--- src/rtl/lsu.sv ---
// Load/store unit: one CPU request at a time is checked, driven onto a 2 KiB memory
// window for a single cycle, and answered with a one-cycle response pulse.
module lsu #(
    parameter logic [31:0] BASE_ADDR = 32'h0000_0000
) (
    input  logic        clk,
    input  logic        rst,
    input  logic        req_valid,
    output logic        req_ready,
    input  logic        req_write,
    input  logic [1:0]  req_size,
    input  logic        req_unsigned,
    input  logic [31:0] req_addr,
    input  logic [31:0] req_wdata,
    output logic        resp_valid,
    output logic [31:0] resp_rdata,
    output logic        resp_fault,
    output logic        mem_chip_select,
    output logic        mem_output_enable,
    output logic [3:0]  mem_write_enable,
    output logic [10:0] mem_addr,
    input  logic [31:0] mem_read_data,
    output logic [31:0] mem_write_data
);

    typedef enum logic [1:0] {IDLE, ACCESS, RESP} state_t;

    state_t      state;
    logic [1:0]  lane;
    logic [1:0]  size_q;
    logic        unsigned_q;
    logic        write_q;
    logic        fault;
    logic [3:0]  strobe;
    logic [31:0] lane_data;
    logic [7:0]  load_byte;
    logic [15:0] load_half;
    logic [31:0] load_data;

    assign req_ready = (state == IDLE) && !rst;

    always_comb begin
        fault = (req_size == 2'b11)
             || (req_size == 2'b01 && req_addr[0])
             || (req_size == 2'b10 && req_addr[1:0] != 2'b00)
             || (req_addr[31:11] != BASE_ADDR[31:11]);
    end

    // Store data is replicated across lanes so the strobes alone pick the bytes written.
    always_comb begin
        strobe    = 4'b1111;
        lane_data = req_wdata;
        case (req_size)
            2'b00: begin
                strobe    = 4'b0001 << req_addr[1:0];
                lane_data = {4{req_wdata[7:0]}};
            end
            2'b01: begin
                strobe    = req_addr[1] ? 4'b1100 : 4'b0011;
                lane_data = {2{req_wdata[15:0]}};
            end
            default: begin
                strobe    = 4'b1111;
                lane_data = req_wdata;
            end
        endcase
    end

    always_comb begin
        load_byte = mem_read_data[7:0];
        case (lane)
            2'd0: load_byte = mem_read_data[7:0];
            2'd1: load_byte = mem_read_data[15:8];
            2'd2: load_byte = mem_read_data[23:16];
            2'd3: load_byte = mem_read_data[31:24];
            default: load_byte = mem_read_data[7:0];
        endcase
        load_half = lane[1] ? mem_read_data[31:16] : mem_read_data[15:0];
        case (size_q)
            2'b00:   load_data = {{24{~unsigned_q & load_byte[7]}}, load_byte};
            2'b01:   load_data = {{16{~unsigned_q & load_half[15]}}, load_half};
            default: load_data = mem_read_data;
        endcase
    end

    // Memory strobes are set at acceptance so they are live only during ACCESS.
    always_ff @(posedge clk or posedge rst) begin
        if (rst) begin
            state             <= IDLE;
            lane              <= 2'b00;
            size_q            <= 2'b00;
            unsigned_q        <= 1'b0;
            write_q           <= 1'b0;
            resp_valid        <= 1'b0;
            resp_fault        <= 1'b0;
            resp_rdata        <= 32'h0;
            mem_chip_select   <= 1'b0;
            mem_output_enable <= 1'b0;
            mem_write_enable  <= 4'b0000;
            mem_addr          <= 11'h0;
            mem_write_data    <= 32'h0;
        end else begin
            unique case (state)
                IDLE: begin
                    if (req_valid) begin
                        lane       <= req_addr[1:0];
                        size_q     <= req_size;
                        unsigned_q <= req_unsigned;
                        write_q    <= req_write;
                        if (fault) begin
                            state      <= RESP;
                            resp_valid <= 1'b1;
                            resp_fault <= 1'b1;
                            resp_rdata <= 32'h0;
                        end else begin
                            state             <= ACCESS;
                            mem_chip_select   <= 1'b1;
                            mem_output_enable <= !req_write;
                            mem_write_enable  <= req_write ? strobe : 4'b0000;
                            mem_addr          <= {req_addr[10:2], 2'b00};
                            mem_write_data    <= req_write ? lane_data : 32'h0;
                        end
                    end
                end
                ACCESS: begin
                    state             <= RESP;
                    mem_chip_select   <= 1'b0;
                    mem_output_enable <= 1'b0;
                    mem_write_enable  <= 4'b0000;
                    mem_addr          <= 11'h0;
                    mem_write_data    <= 32'h0;
                    resp_valid        <= 1'b1;
                    resp_fault        <= 1'b0;
                    resp_rdata        <= write_q ? 32'h0 : load_data;
                end
                RESP: begin
                    state      <= IDLE;
                    resp_valid <= 1'b0;
                    resp_fault <= 1'b0;
                    resp_rdata <= 32'h0;
                end
                default: state <= IDLE;
            endcase
        end
    end

endmodule

--- config.mk ---
export PLATFORM = sky130hd
export DESIGN_NAME = lsu
export DESIGN_NICKNAME = d
export VERILOG_FILES = /design/src/rtl/lsu.sv
export SDC_FILE = /design/constraint.sdc
export NUM_CORES = 1
export LEC_CHECK = 0
export CAP_MARGIN = 10
export CELL_PAD_IN_SITES_DETAIL_PLACEMENT = 0
export CELL_PAD_IN_SITES_GLOBAL_PLACEMENT = 1
export CORE_UTILIZATION = 34
export CTS_CLUSTER_SIZE = 30
export DETAILED_ROUTE_END_ITERATION = 10
export PLACE_DENSITY = 0.94
export REMOVE_ABC_BUFFERS = 1
export SETUP_SLACK_MARGIN = 0.3
export SYNTH_ARGS = -nofsm -noshare
export SYNTH_HDL_FRONTEND = slang
export SYNTH_SLANG_ARGS = --single-unit
--- constraint.sdc ---
create_clock -name clk -period 8.2 [get_ports clk]
set_clock_uncertainty 0.1 [all_clocks]
set_input_delay 1.64 -clock clk [delete_from_list [all_inputs] [get_ports clk]]
set_output_delay 1.64 -clock clk [all_outputs]
set_load 0.01 [all_outputs]
==> results.yml, run 1 <==
synthesis:
  yosys.cell_count.top_type: "dfrtp_1"
  syn_inst: 431
  synthTopCellsByCount: "89 x dfrtp_1, 73 x nand2_1, 49 x a22o_1"
  synth-seq-cells: 89
  synth_largest_area_cell: "dfrtp_1"
  netlist_area_sq_mm: 0.00446
  async_reset_ff_share_pct: 100
  syn-mean-instance-area_sq_um: 10.3
  synth_warnings: 0
  synth_seq_area_share_pct: 50.0
  synth.distinct_cells: 47
  synth_ff_type: "dfrtp_1"
  synth_top_cell_area_share_pct: 50.0
  synth_area_leaders: "dfrtp_1 50%, a22o_1 9.6%, mux2i_1 7.0%, nand2_1 6.1%, o21ai_1 3.4%"
  synth-edff-count: 0
pwr:
  p_sw_mw: 0.416
  power.density_mw_per_mm2: 191
  clockPowerShare_pct: 29.3
  p_int_mw: 0.856
  leakage_nw: 2.92
  switching_share_pct: 32.7
  p_total_mw: 1.27
  pwr-share-comb_pct: 30.5
  peakVddDrop_v: 0.000105
  sequentialPowerShare_pct: 40.2
drt:
  dr.pass1.iters: 4
  via_per_inst: 5.21
  routedWlPerCell_um: 16.8
  drtIter0Drc: 198
  wirelength_um: 13000
  dr_total_vias: 4030
  drc_errors: 0
  ant_nets: 0
clock_network:
  clock_sinks: 89
  clock_latency_ps: 340
  post_cts_buffers: 0
  cts_tree: "built"
  clockRootBuffer: "clkbuf_16"
  htreeDepth: 3
  clk_pin_slew_ps: 60
  ctsHoldBuffers: 0
  cts_buffers: 9
  cts_buffer_depth: 2
  ctsResizeCount: 0
flow_run:
  cap_violations: 0
timing:
  worst_slack_ps: 3730
  post-route-period-util_pct: 54.5
  holdWs_ps: 385
  finalHoldViolCount: 0
  tns_ps: 0
  drv_slew: 0
  rsz0062_at_grt: "false"
  setup_viol: 0
  maxSlewHeadroom_pct: 22.9
  period_minus_slack_ps: 4470
  worst_pin_slew_ps: 1150
  fmax_mhz: 224
layout:
  num-nets-final: 705
  syn_to_final_growth_pct: 49.3
  n_fill_cell: 1191
  stdcell_area_sq_mm: 0.00666
  fin_cells: 774
  antennaDiodeCount: 0
  drive_gt1_share_pct: 5.65
  fin_util_pct: 52.3
global_route:
  grt_max_degree: 51
  track_usage_pct: 19.6
  antenna_found_initial: 0
  grt_remaining_overflow: 0
  grt_pass1_wl_um: 20300
  grt_pass1_vias: 3961
worst_setup_path:
  cp-start-kind: "input port"
  critical-path-max-stage-delay_ps: 540
  path_common_cell: "clkdlybuf4s50_1"
  path_cells: "clkdlybuf4s50_1 > nor2b_1 > clkdlybuf4s50_1"
  cp_slowest_cell: "clkdlybuf4s50_1"
  crit_required_ps: 6460
  cp_data_arrival_time_ps: 2730
  critical_path_class: "input port to output port"
  cp-end-kind: "output port"
  critPathMaxFanout: 2
floorplan:
  io_pins: 187
  die_width_um: 116
  start_util_pct: 35.0
  coreArea_sq_mm: 0.0127
  die_area_sq_mm: 0.0136
  die_y_um: 116
  row_count: 41
place:
  gp_congestion: 0.762
  hpwl_um: 9220
  pre_cts_slack_ps: 3700
  numPlacedInstances: 759
  placed_area_sq_mm: 0.00639
  io_buffers: 184
status:
  status: "complete, no violations"
hold_path:
  hp-class: "flop to flop"
[cell type report]
type | instances | area [sq um] | area share [%]
inverters | 16 | 61.3 | 0.921
well taps | 172 | 215 | 3.23
multi-input cells | 293 | 2010 | 30.2
clock buffers | 12 | 246 | 3.70
clock inverters | 3 | 17.5 | 0.263
repair buffers | 189 | 1880 | 28.2
flip-flops and latches | 89 | 2230 | 33.5
[worst max-delay path, delay by kind of cell]
kind,cells,cell delay [ps]
buffers and inverters,2,980
AND/OR/NAND/NOR,1,120
[state kept, by name, indices dropped and copies added (netlist names), 2 cells and up]
register / count
mem_write_data: 32
lane: 2
state: 2
resp_rdata: 32
mem_write_enable: 4
size_q: 2
mem_addr: 9
[logic make-up after synthesis]
| group | after synthesis | share of synthesized area (%) |
|---|---|---|
| flip-flops | 89 | 50.0 |
| buffers and inverters | 50 | 5.08 |
| multiplexers | 37 | 8.73 |
| AO/OA/AOI/OAI | 136 | 22.6 |
| other | 1 | 0.0841 |
| adder cells (fa/ha/maj) | 4 | 1.12 |
| AND/OR/NAND/NOR | 114 | 12.4 |
[layout by cell type (no fill, tap or decap), types with 2 or more instances in the layout]
cell type	n
nor2b_1	6
a21oi_1	19
a21boi_1	2
conb_1	2
clkbuf_16	9
mux2i_1	31
nand2_1	73
clkdlybuf4s50_1	184
a22o_1	49
o21ai_0	7
mux2_1	4
a221o_1	7
nor3b_1	8
clkinv_2	3
o22a_1	7
nor4_2	3
dfrtp_1	89
nor3_1	2
ha_1	4
inv_1	15
clkbuf_1	2
buf_4	5
a21o_1	2
o21ai_1	30
nor2_1	14
o21bai_1	2
[worst paths after layout]
check / cells past startpoint / slack, ps / endpoint / startpoint
min in group asynchronous: 2 / 1630 / resp_valid / rst
max in group asynchronous: 3 / 5310 / mem_addr[2] / rst
min: 2 / 380 / mem_write_data[15] / mem_write_data[15]
min reg2reg: 2 / 380 / mem_write_data[15] / mem_write_data[15]
max reg2reg: 6 / 5240 / mem_write_data[8] / state[1]
max: 3 / 3730 / req_ready / rst
[power groups by stage]
stage	clock network [mW]	registers (mW)	logic, mW
finish	0.373	0.511	0.388
floorplan	0	0.523	0.230
detailed placement	0	0.518	0.390
CTS	0.385	0.510	0.391
global placement	0	0.517	0.381
global route	0.401	0.515	0.428
[metal layers]
metal	up-vias	track usage [%]	part of all wire (%)	wire length, um
li1	1883	-	-	-
met4	0	7.61	1.3	175
met2	188	31.8	47	6060
met5	-	0	0	0
met3	11	6.23	9.9	1290
met1	1948	24.4	42	5440
No activity file was read; power rests on OpenSTA's default activity.
==> run 2, diff against run 1 <==
- CORE_UTILIZATION: 34 -> 29
- PLACE_DENSITY: 0.94 -> 0.86
- clock period: 8.2 -> 3.8 ns (I/O delays scaled with it)
==> results.yml, run 2 (synthesis results as in run 1) <==
status:
  status: "complete, no violations"
timing:
  finalHoldViolCount: 0
  post-route-period-util_pct: 73.9
  worst_pin_slew_ps: 909
  period_minus_slack_ps: 2810
  maxSlewHeadroom_pct: 39.4
  setup_viol: 0
  holdWs_ps: 387
  fmax_mhz: 356
  worst_slack_ps: 994
  rsz0062_at_grt: "false"
  drv_slew: 0
  tns_ps: 0
worst_setup_path:
  path_cells: "inv_1 > ha_1 > nor2b_1 > clkdlybuf4s50_1"
  cp-end-kind: "output port"
  cp-start-kind: "flop"
  crit_required_ps: 2940
  crit_family: "buffers and inverters"
  critPathMaxFanout: 9
  critical_path_class: "flop to output port"
  critPathBufInv: 2
  cp_slowest_cell: "clkdlybuf4s50_1"
  cp_data_arrival_time_ps: 1950
  critical-path-max-stage-delay_ps: 550
place:
  io_buffers: 184
  numPlacedInstances: 775
  placed_area_sq_mm: 0.00645
  hpwl_um: 9590
  pre_cts_slack_ps: 582
  gp_congestion: 0.795
flow_run:
  cap_violations: 0
clock_network:
  clock_sinks: 89
  clock_latency_ps: 340
  cts_buffers: 9
  cts_tree: "built"
  clockRootBuffer: "clkbuf_16"
  post_cts_buffers: 0
  ctsResizeCount: 0
  htreeDepth: 3
  cts_buffer_depth: 2
  ctsHoldBuffers: 0
  clk_pin_slew_ps: 60
layout:
  stdcell_area_sq_mm: 0.00676
  seqCellArea_sq_mm: 0.00223
  drive_gt1_share_pct: 6.27
  syn_to_final_growth_pct: 51.7
  final_common_cell: "clkdlybuf4s50_1"
  fin_util_pct: 45.8
  top_regs: "mem_write_data (32), resp_rdata (32), mem_addr (9)"
  fin_cells: 790
  antennaDiodeCount: 0
  n_fill_cell: 1433
  multi_input_area_sq_mm: 0.00201
  num-nets-final: 709
  mostFrequentLayoutCells: "184 x clkdlybuf4s50_1, 89 x dfrtp_1, 73 x nand2_1"
pwr:
  peakVddDrop_v: 0.000227
  clockPowerShare_pct: 32.6
  leakage_nw: 2.97
  pwr-share-comb_pct: 31.1
  sequentialPowerShare_pct: 36.3
  p_sw_mw: 0.920
  p_total_mw: 2.92
  p_int_mw: 2.00
  switching_share_pct: 31.5
  power.density_mw_per_mm2: 432
global_route:
  antenna_found_initial: 0
  track_usage_pct: 17.5
  grt_remaining_overflow: 0
  grt_pass1_wl_um: 21700
  grt_pass1_vias: 4132
  grt_max_degree: 57
drt:
  wl_met1_um: 5810
  met2WireLength_um: 6070
  routedWlPerCell_um: 17.1
  dr_total_vias: 4023
  wirelength_um: 13500
  ant_nets: 0
  drtIter0Drc: 154
  dr.pass1.iters: 4
  drc_errors: 0
  via_per_inst: 5.09
  wl_met3_um: 1440
  highest_layer: "met4"
floorplan:
  die_y_um: 126
  die_width_um: 126
  die_area_sq_mm: 0.0159
  coreArea_sq_mm: 0.0148
  io_pins: 187
  row_count: 44
  start_util_pct: 30.2
hold_path:
  hp-class: "flop to flop"
run 2: area by class of cell:
cell class / count / area share (%)
Sequential cell: 89 / 32.9
Timing Repair Buffer: 193 / 28.4
Inverter: 16 / 0.907
Tap cell: 184 / 3.41
Multi-Input combinational cell: 293 / 29.7
Clock inverter: 3 / 0.962
Clock buffer: 12 / 3.65
run 2: per-layer routing:
metal	GRT usage (%)	up-vias
met4	5.95	0
met2	27.9	189
met5	0	-
met3	7.52	15
li1	-	1887
met1	21.0	1932
run 2: worst paths after layout:
kind,cells past startpoint,slack [ps],startpoint,end
worst min-delay path,2,390,mem_write_data[22],mem_write_data[22]
worst max register to register,5,1190,state[0],mem_addr[6]
worst max-delay path,4,990,state[0],req_ready
max in group asynchronous,3,2160,rst,mem_addr[3]
worst min register to register,2,390,mem_write_data[22],mem_write_data[22]
min in group asynchronous,2,730,rst,resp_valid
run 2: power groups by stage:
stage	logic, mW	clock network (mW)	registers [mW]
CTS	0.914	0.986	1.06
global route	1.00	1.02	1.07
global placement	0.891	0	1.07
floorplan	0.496	0	1.13
finish	0.908	0.951	1.06
detailed placement	0.912	0	1.08
run 2: worst register-to-register path, delay by kind of cell (launching register included):
kind / cells / cell delay, ps
flip-flops: 1 / 410
buffers and inverters: 1 / 100
adder cells (fa/ha/maj): 1 / 370
AO/OA/AOI/OAI: 2 / 1150
AND/OR/NAND/NOR: 1 / 370
==> run 3, diff against run 2 <==
- CORE_UTILIZATION: 29 -> 32
- PLACE_DENSITY: 0.86 -> 0.9
- clock period: 3.8 -> 2.61 ns (I/O delays scaled with it)
==> results.yml, run 3 (synthesis results as in run 1) <==
clock_network:
  clk_pin_slew_ps: 60
  clock_latency_ps: 350
  ctsHoldBuffers: 0
  clock_sinks: 89
  cts_buffer_depth: 2
  clockRootBuffer: "clkbuf_16"
  cts_tree: "built"
  cts_buffers: 9
  htreeDepth: 3
timing:
  drv_slew: 0
  period_minus_slack_ps: 2310
  fmax_mhz: 433
  worst_pin_slew_ps: 861
  rsz0062_at_grt: "true"
  worst_slack_ps: 300
  finalHoldViolCount: 0
  setup_viol: 0
  post-route-period-util_pct: 88.5
  holdWs_ps: 378
  maxSlewHeadroom_pct: 42.4
worst_setup_path:
  cp_data_arrival_time_ps: 2490
  cp-end-kind: "flop"
  critical_path_class: "input port to flop"
  r2r-start: "lane[0]"
  critPathBufInv: 4
  cp-start-kind: "input port"
  cp_slowest_cell: "clkdlybuf4s50_1"
  crit_required_ps: 2790
  crit_family: "buffers and inverters"
  critical-path-max-stage-delay_ps: 440
  path_cells: "clkdlybuf4s50_1 > nor4_2 > o211ai_2 > buf_4 > nor4_4 > buf_4 > and2_1 > buf_12 > a22o_1"
  worst_r2r_path_depth: 5
  path_common_cell: "buf_4"
  critPathMaxFanout: 8
  regToRegEndpoint: "resp_rdata[2]"
  rrSetupSlack_ps: 480
layout:
  mostFrequentLayoutCells: "182 x clkdlybuf4s50_1, 89 x dfrtp_1, 73 x nand2_1"
  final_common_cell: "clkdlybuf4s50_1"
  n_fill_cell: 1168
  fin_util_pct: 52.2
  antennaDiodeCount: 0
  top_regs: "mem_write_data (32), resp_rdata (32), mem_addr (9)"
  num-nets-final: 724
  syn_to_final_growth_pct: 56.9
  drive_gt1_share_pct: 9.65
floorplan:
  die_area_sq_mm: 0.0144
  start_util_pct: 33.3
  die_width_um: 120
  row_count: 42
  io_pins: 187
  die_y_um: 120
  coreArea_sq_mm: 0.0134
pwr:
  p_int_mw: 2.97
  pwr-share-comb_pct: 32.2
  p_sw_mw: 1.39
  peakVddDrop_v: 0.000290
  sequentialPowerShare_pct: 35.0
  clockPowerShare_pct: 32.8
  power.density_mw_per_mm2: 623
  switching_share_pct: 31.9
  leakage_nw: 3.09
place:
  pre_cts_slack_ps: -98.0
  hpwl_um: 9650
  io_buffers: 184
  gp_congestion: 0.842
drt:
  drc_errors: 0
  drtIter0Drc: 264
  dr_total_vias: 4143
  dr.pass1.iters: 4
  routedWlPerCell_um: 17.2
  via_per_inst: 5.19
  ant_nets: 0
  wirelength_um: 13700
hold_path:
  hold_depth: 1
  hp-class: "flop to flop"
  min_from: "mem_chip_select"
  hold_path_end: "mem_chip_select"
flow_run:
  cap_violations: 0
global_route:
  grt_pass1_wl_um: 21600
  grt_remaining_overflow: 0
  antenna_found_initial: 0
  grt_max_degree: 90
  grt_pass1_vias: 4247
  track_usage_pct: 19.2
status:
  status: "complete, no violations"
==> run 3: how the worst max path moves through the flow <==
stage	startpoint	endpoint	slack, ps	cells past startpoint
after global placement	req_size[0]	mem_write_data[5]	-60	8
after global routing	req_addr[16]	mem_write_data[0]	220	9
after floorplan	rst	lane[0]	-320	1
after detailed placement	req_size[0]	mem_write_data[4]	-100	8
final	req_addr[16]	mem_write_data[0]	300	9
after CTS	state[1]	req_ready	260	4
==> run 3: per-layer routing <==
metal	share of wire [%]	vias to the layer above	GRT usage (%)
li1	-	1923	-
met1	44	2014	25.2
met3	8.7	17	4.90
met4	1.9	0	7.34
met5	0	-	0
met2	45	189	30.1
==> run 3: what timing repair did <==
action                                  4_1_cts  5_1_grt
buffers inserted                              1        2
gates resized for setup                       2        6
pin swaps                                     2        6
endpoints found under the setup margin       29       77
endpoints found under the hold margin         0        0
==> run 3: metrics by stage <==
stage	instance area (sq um)	cells	TNS (ps)	power [mW]
after detailed placement	6600	779	-2710	2.93
after global routing	6990	798	0	4.59
after CTS	6950	796	0	4.39
after floorplan	4290	398	-28380	2.36
final	6990	798	0	4.36
after global placement	6600	779	-1400	2.89
==> run 3: worst reg2reg max path, delay by kind of cell, from the launching register on <==
kind            cells  cell delay, ps
simple gates        3            1210
flops               1             380
compound gates      2             370
==> run 3: power by group through the flow <==
stage / clock [mW] / combinational (mW) / sequential [mW]
after floorplan: 0 / 0.722 / 1.64
after global placement: 0 / 1.34 / 1.55
after detailed placement: 0 / 1.38 / 1.55
after CTS: 1.46 / 1.40 / 1.52
after global routing: 1.51 / 1.55 / 1.54
final: 1.43 / 1.40 / 1.52
==> run 3: final cells by class <==
cell class	instances	area, sq um	share of cell area [%]
clock inverter	6	88.8	1.27
multi-input combinational	293	2040	29.2
tap	176	220	3.15
inverter	16	61.3	0.877
sequential	89	2230	31.8
clock buffer	10	239	3.42
timing repair buffer	208	2110	30.2
